**config.mk**
```make
export PLATFORM = sky130hd
export DESIGN_NAME = tcni_rx_depacketizer
export DESIGN_NICKNAME = d
export VERILOG_FILES = /design/src/rtl/tcni_rx_depacketizer_pkg.sv /design/src/rtl/tcni_rx_packer.sv /design/src/rtl/tcni_rx_depacketizer.sv
export SDC_FILE = /design/constraint.sdc
export NUM_CORES = 1
export LEC_CHECK = 0
export BUFFER_PORTS_ARGS = -buffer_cell sky130_fd_sc_hd__buf_4
export CAP_MARGIN = 40
export CORE_AREA = 2 2 136 138
export CTS_BUF_LIST = sky130_fd_sc_hd__clkbuf_16
export DETAILED_ROUTE_END_ITERATION = 16
export DIE_AREA = 0 0 138 140
export PLACE_DENSITY = 0.7
export SYNTH_ARGS = -nofsm -noshare
export SYNTH_HDL_FRONTEND = slang
export SYNTH_SLANG_ARGS = --single-unit
```
**constraint.sdc**
```tcl
create_clock -name clock -period 5.86 [get_ports clock]
set_input_delay 0 -clock clock [delete_from_list [all_inputs] [get_ports clock]]
set_output_delay 0 -clock clock [all_outputs]
set_load 0.01 [all_outputs]
```
**src/rtl/tcni_rx_depacketizer_pkg.sv**
```systemverilog
// Shared types and header-field helpers for the TCNI receive path.
package Tcni;

  localparam int FLIT_W = 16;

  typedef enum logic [2:0] {
    IDLE,
    SIZE,
    PAYLOAD,
    DONE,
    DROP
  } tcni_rx_state_t;

  function automatic logic [7:0] hdr_x(input logic [FLIT_W-1:0] flit);
    return flit[15:8];
  endfunction

  function automatic logic [7:0] hdr_y(input logic [FLIT_W-1:0] flit);
    return flit[7:0];
  endfunction

endpackage

```
**src/rtl/tcni_rx_packer.sv**
```systemverilog
// Packs 16-bit payload flits into 32-bit memory writes at base + 4*word_idx.
module tcni_rx_packer #(
  parameter int ADDR_W = 32
) (
  input  logic              clock,
  input  logic              reset,
  input  logic              start,
  input  logic [ADDR_W-1:0] base,
  input  logic              flit_valid,
  input  logic [15:0]       flit,
  input  logic              last,
  output logic              mem_wr,
  output logic [ADDR_W-1:0] mem_addr,
  output logic [31:0]       mem_data
);

  logic [ADDR_W-1:0] base_q;
  logic [15:0]       hi;
  logic              have_hi;
  logic [15:0]       word_idx;
  logic [ADDR_W-1:0] word_addr;

  assign word_addr = base_q + ADDR_W'({word_idx, 2'b00});

  // A lone last flit flushes with a zero low half.
  always_ff @(posedge clock) begin
    if (reset) begin
      base_q   <= '0;
      hi       <= '0;
      have_hi  <= 1'b0;
      word_idx <= '0;
      mem_wr   <= 1'b0;
      mem_addr <= '0;
      mem_data <= '0;
    end else begin
      mem_wr <= 1'b0;
      if (start) begin
        base_q   <= base;
        word_idx <= '0;
        have_hi  <= 1'b0;
      end else if (flit_valid) begin
        if (have_hi || last) begin
          mem_wr   <= 1'b1;
          mem_addr <= word_addr;
          mem_data <= have_hi ? {hi, flit} : {flit, 16'h0000};
          word_idx <= word_idx + 16'd1;
          have_hi  <= 1'b0;
        end else begin
          hi      <= flit;
          have_hi <= 1'b1;
        end
      end
    end
  end

endmodule

```
**src/rtl/tcni_rx_depacketizer.sv**
```systemverilog
// TCNI receive depacketizer: flits in, 32-bit scratch-memory writes and a packet irq out.
// Define TCNI_RX_ADDR_CHECK_EN to drop packets whose header does not match cfg_local_i.
module tcni_rx_depacketizer #(
  parameter int FLIT_W = 16,
  parameter int ADDR_W = 32,
  parameter int CNT_W  = 8
) (
  input  logic              clock,
  input  logic              reset,
  input  logic              noc_rx_i,
  input  logic [FLIT_W-1:0] noc_data_i,
  output logic              noc_credit_o,
  output logic              mem_wr_o,
  output logic [ADDR_W-1:0] mem_addr_o,
  output logic [31:0]       mem_data_o,
  input  logic [ADDR_W-1:0] cfg_base_i,
  input  logic [15:0]       cfg_max_w_i,
  input  logic [FLIT_W-1:0] cfg_local_i,
  output logic              irq_o,
  output logic [15:0]       recv_len_o,
  input  logic              ack_i,
  output logic [CNT_W-1:0]  drop_cnt_o
);

  import Tcni::*;

  tcni_rx_state_t state, state_nxt;

  logic        accept;
  logic [15:0] size;
  logic [16:0] need_w;
  logic        oversize;
  logic        size_zero;
  logic        hdr_ok;
  logic        hdr_match;
  logic        drop_pkt;
  logic [15:0] rem;
  logic        last_flit;
  logic        pk_start;
  logic        pk_flit;
  logic        ack_ok;
  logic        irq_set;

  assign accept    = noc_rx_i && noc_credit_o;
  assign size      = 16'(noc_data_i);
  assign need_w    = ({1'b0, size} + 17'd1) >> 1;
  assign oversize  = need_w > {1'b0, cfg_max_w_i};
  assign size_zero = (size == 16'd0);
  assign drop_pkt  = !hdr_ok || oversize;
  assign last_flit = (rem == 16'd1);
  assign ack_ok    = (state == DONE) && ack_i && irq_o;
  assign irq_set   = ((state == SIZE) && accept && !drop_pkt && size_zero) ||
                     ((state == DONE) && mem_wr_o);

`ifdef TCNI_RX_ADDR_CHECK_EN
  assign hdr_match = (hdr_x(noc_data_i) == hdr_x(cfg_local_i)) &&
                     (hdr_y(noc_data_i) == hdr_y(cfg_local_i));
`else
  logic unused_local;
  assign unused_local = ^cfg_local_i;
  assign hdr_match    = 1'b1;
`endif

  always_ff @(posedge clock) begin
    if (reset) state <= IDLE;
    else       state <= state_nxt;
  end

  always_comb begin
    state_nxt = state;
    pk_start  = 1'b0;
    pk_flit   = 1'b0;
    case (state)
      IDLE: begin
        if (accept) begin
          state_nxt = SIZE;
          pk_start  = 1'b1;
        end
      end
      SIZE: begin
        if (accept) begin
          if (drop_pkt)       state_nxt = size_zero ? IDLE : DROP;
          else if (size_zero) state_nxt = DONE;
          else                state_nxt = PAYLOAD;
        end
      end
      PAYLOAD: begin
        if (accept) begin
          pk_flit = 1'b1;
          if (last_flit) state_nxt = DONE;
        end
      end
      DONE: begin
        if (ack_ok) state_nxt = IDLE;
      end
      DROP: begin
        if (accept && last_flit) state_nxt = IDLE;
      end
      default: state_nxt = IDLE;
    endcase
  end

  // Credit follows the next state so DONE holds off the router from its first cycle.
  always_ff @(posedge clock) begin
    if (reset) begin
      noc_credit_o <= 1'b0;
      irq_o        <= 1'b0;
      recv_len_o   <= '0;
      drop_cnt_o   <= '0;
      rem          <= '0;
      hdr_ok       <= 1'b0;
    end else begin
      noc_credit_o <= (state_nxt != DONE);
      if ((state == IDLE) && accept) hdr_ok <= hdr_match;
      if ((state == SIZE) && accept) begin
        rem <= size;
        if (drop_pkt) begin
          if (drop_cnt_o != {CNT_W{1'b1}}) drop_cnt_o <= drop_cnt_o + 1'b1;
        end else begin
          recv_len_o <= size;
        end
      end else if (((state == PAYLOAD) || (state == DROP)) && accept) begin
        rem <= rem - 16'd1;
      end
      if (ack_ok)       irq_o <= 1'b0;
      else if (irq_set) irq_o <= 1'b1;
    end
  end

  tcni_rx_packer #(.ADDR_W(ADDR_W)) u_packer (
    .clock      (clock),
    .reset      (reset),
    .start      (pk_start),
    .base       (cfg_base_i),
    .flit_valid (pk_flit),
    .flit       (16'(noc_data_i)),
    .last       (last_flit),
    .mem_wr     (mem_wr_o),
    .mem_addr   (mem_addr_o),
    .mem_data   (mem_data_o)
  );

endmodule

```
==> results.py <==
metrics = {
    "outcome": {
        "run_status": "finished, final reports clean",
    },
    "clocking": {
        "insertion_delay_ns": 0.44,
        "ctsRootBufferMaster": "clkbuf_16",
        "numClockSinks": 176,
        "cts_max_path_buffers": 2,
        "numCtsBuffers": 17,
        "h-tree-depth": 4,
        "tritoncts_clock_tree": "built",
        "clk_transition_reported_paths_ns": 0.08,
    },
    "timing": {
        "finalHoldViolCount": 0,
        "setup-violations-final": 0,
        "layout_worst_path_cycle_share": 0.609,
        "tns_ns": 0,
        "max-slew-margin-rel": 0.448,
        "timing.fmax_mhz": 280,
        "tightestPinTransition_ns": 0.822,
        "timing.final.max_slew_violations": 0,
        "final.hold.worst_slack_ns": 0.335,
        "rsz0062_at_grt": "false",
        "timing.clock.skew_ns": 0.0136,
        "period_minus_slack_ns": 3.57,
    },
    "critical_path": {
        "critical_path.reg2reg.endpoint": "u_packer.mem_addr[30]$_SDFFE_PP0P_",
        "timing.setup.critical_path_class": "in2reg",
        "crit_arrival_ns": 3.89,
        "startpoint": "noc_data_i[6]",
        "ff2ff_path_depth": 11,
        "cp_max_fo": 16,
        "timing.reg2reg.setup_slack_ns": 2.74,
        "timing.rr.start": "u_packer.word_idx[0]$_SDFFE_PP0P_",
        "setup.worst_path.end_class": "flip-flop",
        "worst_path_required_ns": 6.18,
        "critical_path.startpoint_type": "input port",
    },
    "yosys": {
        "synth.distinct_cells": 66,
        "synth_flop_cell": "dfxtp_1",
        "yosys.area.top_type": "dfxtp_1",
        "synthesis.instances": 1071,
        "synth_edf_count": 0,
        "synth_seq_cells": 176,
        "synth.cell_area_um2": 8810,
        "synthesis.nets": 1194,
        "post_synth.cell_area_avg_um2": 8.23,
        "seq_area_frac_synth": 0.400,
        "synth_async_sr_flop_share": 0,
        "netlist.area_leader.share": 0.400,
        "yosysWarningCount": 0,
        "synthTopCellsByArea": "dfxtp_1 (40%), nor2_1 (6.5%), nand2_1 (5.8%)",
    },
    "route": {
        "postRouteWirelength_um": 23800,
        "drt_first_iter_violations": 459,
        "remaining_drc_errors": 0,
        "met3_length_um": 1130,
        "drtPass1Iterations": 6,
        "routed.top_layer": "met4",
        "met2_wirelength_um": 11500,
        "routedLengthMet1_um": 10700,
        "remaining_number_of_nets_flagged_by_the_antenna_check_after_routing": 0,
        "detailroute.via_count": 8249,
        "vias_per_cell": 5.50,
        "routedWlPerCell_um": 15.9,
    },
    "placement": {
        "port_buffers": 158,
        "dpl.hpwl_um": 16100,
        "globalplace.congestion": 0.890,
    },
    "floorplan": {
        "die_footprint_um2": 19300,
        "start_util": 0.495,
        "fp.coreArea_um2": 17800,
        "floorplan_die_height_um": 140,
        "io_pins": 175,
        "row_count": 49,
        "die_w_um": 138,
    },
    "hold_path": {
        "holdCritStartpoint": "cfg_max_w_i[0]",
        "worst_hold_path_type": "in2reg",
        "hold_end": "state[1]$_SDFF_PP0_",
        "timing.hold.worst_path_depth": 6,
    },
    "power_and_ir_drop": {
        "vdd_ir_drop_max_mv": 0.223,
        "p_leak_nw": 4.83,
        "powerDensity_nw_per_um2": 231,
        "totalPowerFinal_mw": 2.65,
    },
    "cells_and_area": {
        "final_cell_mix": "dfxtp_1 (176), buf_4 (168), nor2_1 (152), nand2_1 (137), a21oi_1 (86)",
        "num-nets-final": 1381,
        "drive_gt1_frac": 0.175,
        "num_antenna_cells": 0,
        "most_common_library_cell_in_the_layout_ignoring_fill_and_taps": "dfxtp_1",
        "area_growth_pct": 29.7,
        "n_fill_cell": 1527,
    },
    "flow_run": {
        "max_cap_violations": 0,
    },
    "global_route": {
        "largest_net_degree_at_the_start_of_global_routing": 87,
        "grt_antenna_before_repair": 0,
        "grt_pass1_vias": 7695,
        "globalRouteOverflowTotal": 0,
        "total_track_usage": 0.244,
        "grt_first_pass_wirelength_um": 38600,
    },
}
## critical path, stage by stage
cell,delay (ns)
dlygate4sd3_1,0.53
buf_4,0.20
nand4_1,0.12
or2_2,0.30
nor2_1,0.28
nand2_1,0.11
xnor2_1,0.14
ha_1,0.30
nand4_1,0.15
or4_4,0.60
o221a_4,0.29
o21ai_2,0.19
buf_4,0.34
mux2i_1,0.26
nor2_1,0.06
## cells in the mapped netlist (9+ instances only)
cell,instances
nand3_1,31
o21ai_0,30
nand2_1,137
xor2_1,22
a211oi_1,37
nand4_1,19
ha_1,38
nor3_1,20
a22oi_1,22
nor2_1,152
xnor2_1,31
inv_1,30
a21oi_1,86
mux2i_1,46
a21o_1,9
dfxtp_1,176
clkbuf_1,59
and3_1,10
## worst max-delay path by stage
| stage | to | slack, ns | cells after the start |
|---|---|---|---|
| after detailed placement | recv_len_o[13]$_SDFFE_PP0P_ | 2.44 | 14 |
| after global placement | recv_len_o[15]$_SDFFE_PP0P_ | 2.46 | 14 |
| final | recv_len_o[6]$_SDFFE_PP0P_ | 2.29 | 15 |
| after floorplan | recv_len_o[6]$_SDFFE_PP0P_ | 2.69 | 15 |
| after CTS | recv_len_o[13]$_SDFFE_PP0P_ | 2.35 | 15 |
| after global routing | recv_len_o[6]$_SDFFE_PP0P_ | 2.04 | 15 |
## routing by layer
metal  up-vias  global-route usage
met1      3840               0.311
met2       247               0.420
met5         -                   0
met3        40              0.0465
met4         0              0.0752
li1       4122                   -
## where the power goes
group	leakage [nW]	internal (mW)	total, mW	switching [mW]
Sequential	1.42	1.21	1.23	0.0188
Clock	0.294	0.574	1.13	0.552
Combinational	3.12	0.131	0.287	0.156
Total	4.83	1.92	2.65	0.728
## per-stage QoR
step           setup slack, ns  instance area (µm²)  instances   util
6_report                  2.29                11400       1500  0.643
3_5_place_dp              2.44                10200       1400  0.571
5_1_grt                   2.04                11400       1500  0.643
4_1_cts                   2.35                11400       1500  0.643
3_3_place_gp              2.46                10100       1396  0.567
2_1_floorplan             2.69                 8810       1071      -
## sequential cells by signal, indices dropped and copies added (netlist names)
signal	cells
drop_cnt_o	8
hdr_ok	1
irq_o	1
noc_credit_o	1
recv_len_o	16
rem	16
state	3
u_packer.base_q	32
u_packer.have_hi	1
u_packer.hi	16
u_packer.mem_addr	32
u_packer.mem_data	32
u_packer.mem_wr	1
u_packer.word_idx	16
## what timing repair did
action / in CTS / in global routing
hold endpoints to repair: 102 / 0
resized for setup: 0 / 0
setup buffers: 0 / 0
hold buffers: 68 / 0
## layout make-up
| class | count | area (µm²) | area share |
|---|---|---|---|
| repair buffers | 240 | 2020 | 0.177 |
| multi-input cells | 793 | 4890 | 0.428 |
| well taps | 229 | 287 | 0.0251 |
| clock buffers | 17 | 425 | 0.0372 |
| inverters | 30 | 113 | 0.00985 |
| clock inverters | 15 | 165 | 0.0145 |
| flip-flops and latches | 176 | 3520 | 0.308 |
## cell families (layout without fill, tap and decap cells)
logic type,count (synthesis),count (layout),share of synthesized area
and+or+nand+nor,423,423,0.221
AOI/OAI and AO/OA,230,230,0.169
DFF,176,176,0.400
buffers and inverters,102,302,0.0467
xor gates and xnor gates,53,53,0.0527
muxes,48,48,0.0548
adders and majority gates,39,39,0.0562
No activity file was read; power rests on OpenSTA's default activity.
